### config.mk
export PLATFORM = sky130hd
export DESIGN_NAME = spi_master
export DESIGN_NICKNAME = d
export VERILOG_FILES = /design/src/rtl/spi_pkg.sv /design/src/rtl/spi_clk_div.sv /design/src/rtl/spi_master.sv
export SDC_FILE = /design/constraint.sdc
export NUM_CORES = 1
export LEC_CHECK = 0
export ABC_AREA = 1
export BUFFER_PORTS_ARGS = -buffer_cell sky130_fd_sc_hd__buf_2
export CORE_ASPECT_RATIO = 1.1
export CORE_MARGIN = 8
export CORE_UTILIZATION = 40
export DETAILED_ROUTE_END_ITERATION = 6
export PLACE_DENSITY_LB_ADDON = 0.08
export SYNTH_ARGS = -nofsm -noshare
export SYNTH_HDL_FRONTEND = slang
export SYNTH_HIERARCHICAL = 1
export SYNTH_SLANG_ARGS = --single-unit
### constraint.sdc
create_clock -name sys_clk -period 3.4 [get_ports sys_clk]
set_input_delay 0.34 -clock sys_clk [delete_from_list [all_inputs] [get_ports sys_clk]]
set_output_delay 0.34 -clock sys_clk [all_outputs]
set_load 0.02 [all_outputs]
### src/rtl/spi_pkg.sv
// Shared SPI definitions: word width, master state codes, select level.
// Imported by both the SPI master and the existing SPI slave.
package spi_pkg;

  localparam int DATA_W_DEF = 8;

  localparam logic SS_ACTIVE = 1'b1;

  localparam logic [2:0] ST_IDLE = 3'd0;
  localparam logic [2:0] ST_LOW  = 3'd1;
  localparam logic [2:0] ST_HIGH = 3'd2;
  localparam logic [2:0] ST_HOLD = 3'd3;
  localparam logic [2:0] ST_GAP  = 3'd4;

  typedef enum logic [2:0] {
    S_IDLE = ST_IDLE,
    S_LOW  = ST_LOW,
    S_HIGH = ST_HIGH,
    S_HOLD = ST_HOLD,
    S_GAP  = ST_GAP
  } state_t;

endpackage

### src/rtl/spi_clk_div.sv
// Half-period tick generator for the SPI master.
// The restart input zeroes the count so each state gets a full period.
module spi_clk_div #(
  parameter int HALF_DIV = 2
) (
  input  logic sys_clk,
  input  logic rst_n,
  input  logic restart,
  output logic tick
);

  localparam int CW = (HALF_DIV > 1) ? $clog2(HALF_DIV) : 1;

  logic [CW-1:0] cnt;

  assign tick = (cnt == CW'(HALF_DIV - 1));

  always_ff @(posedge sys_clk or negedge rst_n) begin
    if (!rst_n) begin
      cnt <= '0;
    end else if (restart || tick) begin
      cnt <= '0;
    end else begin
      cnt <= cnt + 1'b1;
    end
  end

endmodule

### src/rtl/spi_master.sv
// SPI initiator: one MSB-first full-duplex word per start request.
// sclk idles low; master drives on fall, samples miso on fall.
module spi_master
  import spi_pkg::*;
#(
  parameter int DATA_W   = DATA_W_DEF,
  parameter int HALF_DIV = 2
) (
  input  logic              sys_clk,
  input  logic              rst_n,
  input  logic              start,
  input  logic [DATA_W-1:0] tx_data,
  output logic [DATA_W-1:0] rx_data,
  output logic              busy,
  output logic              done,
  output logic              ss,
  output logic              sclk,
  output logic              mosi,
  input  logic              miso
);

  localparam int BW = $clog2(DATA_W);

  state_t            state;
  logic [DATA_W-1:0] tx_shift;
  logic [DATA_W-1:0] rx_shift;
  logic [BW-1:0]     bit_cnt;
  logic              tick;
  logic              restart;

  // Every state change restarts the divider.
  assign restart = (state == S_IDLE) ? start : tick;

  spi_clk_div #(
    .HALF_DIV(HALF_DIV)
  ) u_div (
    .sys_clk(sys_clk),
    .rst_n  (rst_n),
    .restart(restart),
    .tick   (tick)
  );

  always_ff @(posedge sys_clk or negedge rst_n) begin
    if (!rst_n) begin
      state    <= S_IDLE;
      tx_shift <= '0;
      rx_shift <= '0;
      bit_cnt  <= '0;
      rx_data  <= '0;
      busy     <= 1'b0;
      done     <= 1'b0;
      ss       <= ~SS_ACTIVE;
      sclk     <= 1'b0;
      mosi     <= 1'b0;
    end else begin
      done <= 1'b0;
      unique case (state)
        S_IDLE: if (start) begin
          tx_shift <= tx_data;
          rx_shift <= '0;
          bit_cnt  <= '0;
          ss       <= SS_ACTIVE;
          sclk     <= 1'b0;
          mosi     <= tx_data[DATA_W-1];
          busy     <= 1'b1;
          state    <= S_LOW;
        end
        S_LOW: if (tick) begin
          sclk  <= 1'b1;
          state <= S_HIGH;
        end
        S_HIGH: if (tick) begin
          sclk     <= 1'b0;
          rx_shift <= {rx_shift[DATA_W-2:0], miso};
          if (bit_cnt == BW'(DATA_W - 1)) begin
            state <= S_HOLD;
          end else begin
            bit_cnt  <= bit_cnt + 1'b1;
            tx_shift <= tx_shift << 1;
            mosi     <= tx_shift[DATA_W-2];
            state    <= S_LOW;
          end
        end
        S_HOLD: if (tick) begin
          ss      <= ~SS_ACTIVE;
          mosi    <= 1'b0;
          rx_data <= rx_shift;
          done    <= 1'b1;
          state   <= S_GAP;
        end
        S_GAP: if (tick) begin
          busy  <= 1'b0;
          state <= S_IDLE;
        end
        default: state <= S_IDLE;
      endcase
    end
  end

endmodule

==> results of run 1 <==
-- report_power, final --
group	switching (uW)	internal [uW]
registers	87.6	536
clock network	149	184
logic	462	211
-- metal layers --
layer | up-vias | part of all wire
met5 | - | 0
met4 | 0 | 0.0068
met3 | 2 | 0.050
met2 | 24 | 0.47
met1 | 614 | 0.47
li1 | 699 | -
-- stage by stage --
| stage | setup WS (ps) | cells |
|---|---|---|
| after global placement | 1693 | 279 |
| after detailed placement | 1679 | 279 |
| final | 1692 | 287 |
| after global routing | 1545 | 287 |
| after floorplan | 1898 | 210 |
| after CTS | 1672 | 287 |
-- critical path, cell delays in order, from the launching register on --
cell      delay [ps]
dfrtp_1          400
ha_1             210
ha_1             200
a211oi_1         240
buf_4            230
nand2_2          160
nand2_1          100
nand2_1           50
-- final cells by class --
class | count | area (sq um)
Sequential cell | 35 | 875.8
Tap cell | 52 | 65.06
Fill cell | 417 | 2086
Inverter | 13 | 48.80
Timing Repair Buffer | 25 | 127.6
Clock buffer | 7 | 96.34
Multi-Input combinational cell | 154 | 686.9
Clock inverter | 1 | 7.507
-- worst max path at each step --
stage,cells after the start,startpoint,to
after floorplan,6,bit_cnt[0]$_DFFE_PN0P_,bit_cnt[0]$_DFFE_PN0P_
after global placement,7,bit_cnt[0]$_DFFE_PN0P_,bit_cnt[2]$_DFFE_PN0P_
after detailed placement,7,bit_cnt[0]$_DFFE_PN0P_,tx_shift[1]$_DFFE_PN0P_
after CTS,7,bit_cnt[0]$_DFFE_PN0P_,tx_shift[1]$_DFFE_PN0P_
after global routing,7,bit_cnt[0]$_DFFE_PN0P_,tx_shift[5]$_DFFE_PN0P_
final,7,bit_cnt[0]$_DFFE_PN0P_,tx_shift[1]$_DFFE_PN0P_
-- cells by family after synthesis --
group / Yosys count
flip-flops: 35
adder cells (fa/ha/maj): 2
buffers and inverters: 21
AO/OA/AOI/OAI: 10
AND/OR/NAND/NOR: 142
-- registers in the layout, indices dropped and copies added (netlist names) --
signal and cells:
done 1, u_div/tick 1, ss 1, sclk 1, rx_data 8, busy 1
mosi 1, rx_shift 8, state 3, bit_cnt 3, tx_shift 7
-- placed cells by master, fill, tap and decap left out --
cell type   Yosys  routed
nor2_1          9       9
inv_2           3       3
inv_1           9       9
o21ai_4         1       1
o21ai_0         5       5
clkinvlp_4      0       1
nand3b_2        1       1
clkinv_1        1       1
clkbuf_8        0       7
nand4_1         1       1
buf_4           3       1
ha_1            2       2
a21oi_1         2       2
nand2_1       105     105
dfrtp_1        35      35
a211oi_1        1       1
nand3_1        21      21
nand2_2         2       2
nand3_2         1       1
buf_2           1      24
o21bai_1        1       1
nor2_4          2       2
==> results.md, run 1 <==
- Status: complete, no violations
- Count of cell types in the netlist: 22
- Vias: 1339
- Pwr Total: 1630 uW
- Ranking of synthesized cells by area: dfrtp_1, nand2_1, nand3_1
- Max-cap viol count: 0
- Setup Viol. Count Final: 0
- Sum of negative setup slack: 0 ps
- Io pins: 25
- Post-synth top area cell: dfrtp_1
- Syn nets: 224
- Core Util, Final: 0.4778
- Syn_area_per_cell: between 7 and 8 sq um
- Actual slew at the worst max-slew pin: 787.6 ps
- # DRC: 0
- Layout cells sized above 1: 0.1830
- Final Max Slew Viols: 0
- Total core area: ~4000 sq um
- Arr. time, crit path: approximately 1900 ps
- Initial antenna violation count: 0
- Total wire length: 3.506 mm
- Site Rows: 24
- Seq/Total Area, Yosys: 0.5224
- Area Overhead vs Synth: 13.81%
- Ys flop type: dfrtp_1
- FF-to-FF End: tx_shift[1]$_DFFE_PN0P_
- R2R Setup Slk: between 1500 and 2000 ps
- Layout net count: 248
- Post-Synth Adder-Cell Area: 0.01493
- Pre-antenna DRT Iters: 4
- Hold Path Class: primary input to async pin
- VDD IR max: roughly 0.00037 V
- Number of synthesized flops with an enable pin: 0
- Synth cell count leaders: nand2_1, dfrtp_1, nand3_1
- PortBufs: 24
- DR WL/cell: 12.22 microns
- Die Wd: 77.73 microns
- Critical path class: flip-flop to flip-flop
- Grt ovf: 0
- Post_cts resized: 0
- Die area: 6522 sq um
- Synth top area share: 0.5224
- CTS max path bufs: 2
- Fin. Hold Viols: 0
- Largest net degree at the start of global routing: 36
- Post-synthesis mux area share: 0
- Post-DP HPWL: 2.456 mm
- GR Util met2: 0.1833
- Post-route cell area: 1908 sq um
- Initial drt markers: 69
- Largest family of logic cells by synthesized area: simple AND/OR/NAND/NOR gates
- M1 GR Usage: 0.1380
- Layout Skew: 3.961 ps
- Initial Util: 0.4198
- H-tree levels: 2
- Relative slew margins: 0.4750
- Antenna Violating Nets Remaining: 0
- CTS tree: built
- Yosys warns: 6
- Mapped Area: roughly 1700 sq um
- Post-synthesis compound-gate area fraction: 0.03955
- Hold WS: 133.5 ps
- Crit-path max FO: 11
- Gate Count Post-Synth: 210
- Leak: between 0.001 and 0.0015 uW
- Most frequent cell after synthesis: nand2_1
- Gr busiest metal: met2
- Worst R2R Path Depth: 7
- Sink Count: 35
- Simple-gate share of the synthesized area: 0.3552
- Worst EP required: 3580 ps
- Clk slew on worst S/H paths: 70 ps
- Num CTS Buffers: 5
- First-pass GRT wire length: roughly 6.2 mm
- Die height: 83.90 microns
- Ant. Diodes: 0
- Hold_buf cts: 0
- RSZ-0062 raised after global routing: no
- Startpoint Class: flip-flop
- Synth Register Bits: 35
- FF-to-FF Start: bit_cnt[0]$_DFFE_PN0P_
- Power Dens Cells: 854.1 nW/um^2
- Tcrit/Tclk final: 0.5025
- DR vias/cell: ~4.7
- Placed cell area: 1804 sq um
- GRT Overall Usage: 0.1144
- Max Freq: 585.4 MHz
- Met3 Resource Use GR: 0.04095
- Crit path time final: 1708 ps
- Post-CTS Setup Repair Bufs: 0
- Clock latency at the later pin of the worst-skew pair: 280 ps
- Final GP Congestion: 0.7576
- Ys async rst share: 1.000
- Post-Synth XOR/XNOR Area: 0
- CP Capture Type: flip-flop
- Root Buffer: clkbuf_8
- Vias in the first global route: approximately 1.4k
(Power assumes the default switching activity.)
==> run 2, diff against run 1 <==
==> constraint.sdc (replaced) <==
create_clock -name sys_clk -period 1.7 [get_ports sys_clk]
set_input_delay 0.17 -clock sys_clk [delete_from_list [all_inputs] [get_ports sys_clk]]
set_output_delay 0.17 -clock sys_clk [all_outputs]
set_load 0.02 [all_outputs]
==> run 2 against run 1 <==
Against the previous run: sequential share of layout area shrank 1.6 points; register-to-register slack lost 1500 ps; wire length grew 0.91%; total power grew 100%; largest power group unchanged; die area is the same; combinational power grew 120%; critical endpoint is now bit_cnt[0]$_DFFE_PN0P_; flip-flop and latch count is the same; cell count grew 3.8%; cell area grew 3.5%; clock power grew 77%.
==> results.md, run 2 (synthesis gave the netlist of run 1 again) <==
- Critical Path Slowest Stage Cell: dfrtp_1
- Die Wd: between 70 and 80 microns
- Dpl cells: between 200 and 300
- Num CTS Buffers: 5
- DR WL/cell: 11.87 microns
- Max-cap viol count: 0
- Arr. time, crit path: 1750 ps
- Status: complete, no violations
- Io pins: 25
- Final GP Congestion: 0.7941
- Largest net degree at the start of global routing: 36
- Sink Count: 35
- # DRC: 0
- Crit path time final: between 1500 and 2000 ps
- FF-to-FF End: bit_cnt[0]$_DFFE_PN0P_
- Leak: 0.001148 uW
- Layout cells sized above 1: 0.2114
- Core Util, Final: 0.4947
- Area occupied by multi-input gates: roughly 690 sq um
- Max layer used: met4
- Worst EP required: 1930 ps
- Placed cell area: 1879 sq um
- Worst setup path endpoint: bit_cnt[0]$_DFFE_PN0P_
- Setup Viol. Count Final: 0
- Worst R2R Path Depth: 6
- CTS max path bufs: 2
- Area Overhead vs Synth: 17.84%
- Cell mode on critical path: ha_1
- Clk slew on worst S/H paths: 70 ps
- WP buf/inv: 1
- FF-to-FF Start: bit_cnt[0]$_DFFE_PN0P_
- WP depth: 6
- Crit-path cells: ha_1 > ha_1 > a211oi_2 > buf_4 > nand3_1 > nand2_1
- Vias: approximately 1.4k
- Hold depth: 3
- DR vias/cell: 4.607
- Post-route cell area: 1976 sq um
- Routed met3 length: 182 microns
- Initial Util: 0.4198
- Root Buffer: clkbuf_8
- VDD IR max: 0.0006898 V
- CP Capture Type: flip-flop
- Actual slew at the worst max-slew pin: 452.6 ps
- Most common cell after layout, fill and taps aside: nand2_1
- Layout net count: about 260
- Startpoint Class: flip-flop
- Die height: 83.90 microns
- Initial drt markers: 59
- Ant. Diodes: 0
- Post-DP HPWL: about 2.5 mm
- Total wire length: 3.538 mm
- Fillers: 431
- Top delay family on crit path: flip-flops
- Critical path class: flip-flop to flip-flop
- Non-filler cells in the finished layout: 298
- Power Dens Cells: roughly 1700 nW/um^2
- Initial antenna violation count: 0
- R2R Setup Slk: 180 ps
- Clock latency at the later pin of the worst-skew pair: ~290 ps
- Tcrit/Tclk final: 0.8938
- Hold Path Class: primary input to flip-flop
- CP startpoint: bit_cnt[0]$_DFFE_PN0P_
- CTS tree: built
- Die area: between 6000 and 7000 sq um
- First-pass GRT wire length: 6.051 mm
- Met1 WL: about 1.6 mm
- Max Freq: approximately 660 MHz
- Hold WS: 87.34 ps
- Vias in the first global route: 1374
- Relative slew margins: 0.6983
- RSZ-0062 raised after global routing: no
- Antenna Violating Nets Remaining: 0
- H-tree levels: 2
- Metal2 WL: 1.663 mm
- Worst path max stage delay: 400 ps
- GRT Overall Usage: 0.1138
- Final Max Slew Viols: 0
- Layout Skew: 3.175 ps
- Sum of negative setup slack: 0 ps
- Fin. Hold Viols: 0
- Total core area: 3994 sq um
- Grt ovf: 0
- Most frequent cells in the layout: nand2_1, dfrtp_1, buf_2
- Site Rows: 24
- Largest regs: rx_data x8, rx_shift x8, tx_shift x7
- Sequential Area: 875.8 sq um
- Pre-antenna DRT Iters: 4
- Post-CTS Setup Repair Bufs: 0
- Crit-path max FO: 10
- PortBufs: 24
## run 2: cell count changes in the layout (fill, tap and decap cells not counted), sizes merged
cell	before	now
buf	25	35
clkinv	1	2
clkinvlp	1	0
dlygate4sd3	0	1
## run 2: metal layers
metal | GRT usage | up-vias
li1 | - | 718
met4 | 0.05670 | 0
met5 | 0 | -
met3 | 0.04310 | 9
met1 | 0.1261 | 624
met2 | 0.1848 | 22
## run 2: power breakdown
group | internal (uW) | switching, uW | leakage [uW]
clock | 288 | 301 | 0.0000422
sequential | 1070 | 160 | 0.000459
combinational | 540 | 964 | 0.000646
total | 1900 | 1430 | 0.00115
## run 2: final cells by class
cell class | instances | area share
sequential | 35 | 0.4433
tap | 52 | 0.03293
timing repair buffer | 36 | 0.1077
multi-input combinational | 154 | 0.3502
clock buffer | 7 | 0.03863
clock inverter | 1 | 0.002533
inverter | 13 | 0.02470
## run 2: timing repair
item | in CTS | in global routing
hold buffers | 1 | 0
resized for setup | 0 | 1
setup endpoints to repair | 0 | 10
endpoints found under the hold margin | 35 | 0
## run 2: per-stage QoR
stage	setup WS [ps]	total power, uW
CTS	72.49	3363
global route	59.42	3611
floorplan	197.8	2365
global placement	153.0	2752
detailed placement	84.32	2758
finish	180.6	3325
## run 2: how the worst min path moves through the flow
stage | endpoint | slack (ps) | start
after global routing | rx_shift[0]$_DFFE_PN0P_ | 90 | miso
after detailed placement | tx_shift[2]$_DFFE_PN0P_ | 240 | rst_n
after global placement | tx_shift[2]$_DFFE_PN0P_ | 230 | rst_n
final | rx_shift[0]$_DFFE_PN0P_ | 90 | miso
after CTS | rx_shift[0]$_DFFE_PN0P_ | 80 | miso
after floorplan | bit_cnt[0]$_DFFE_PN0P_ | -130 | rst_n
## run 2: worst reg2reg max path: cells and delay by family (launching register included)
family | cells | cell delay (ps)
compound gates | 1 | 270
flops | 1 | 400
fa+ha+maj | 2 | 400
simple gates | 2 | 160
buf+inv | 1 | 220
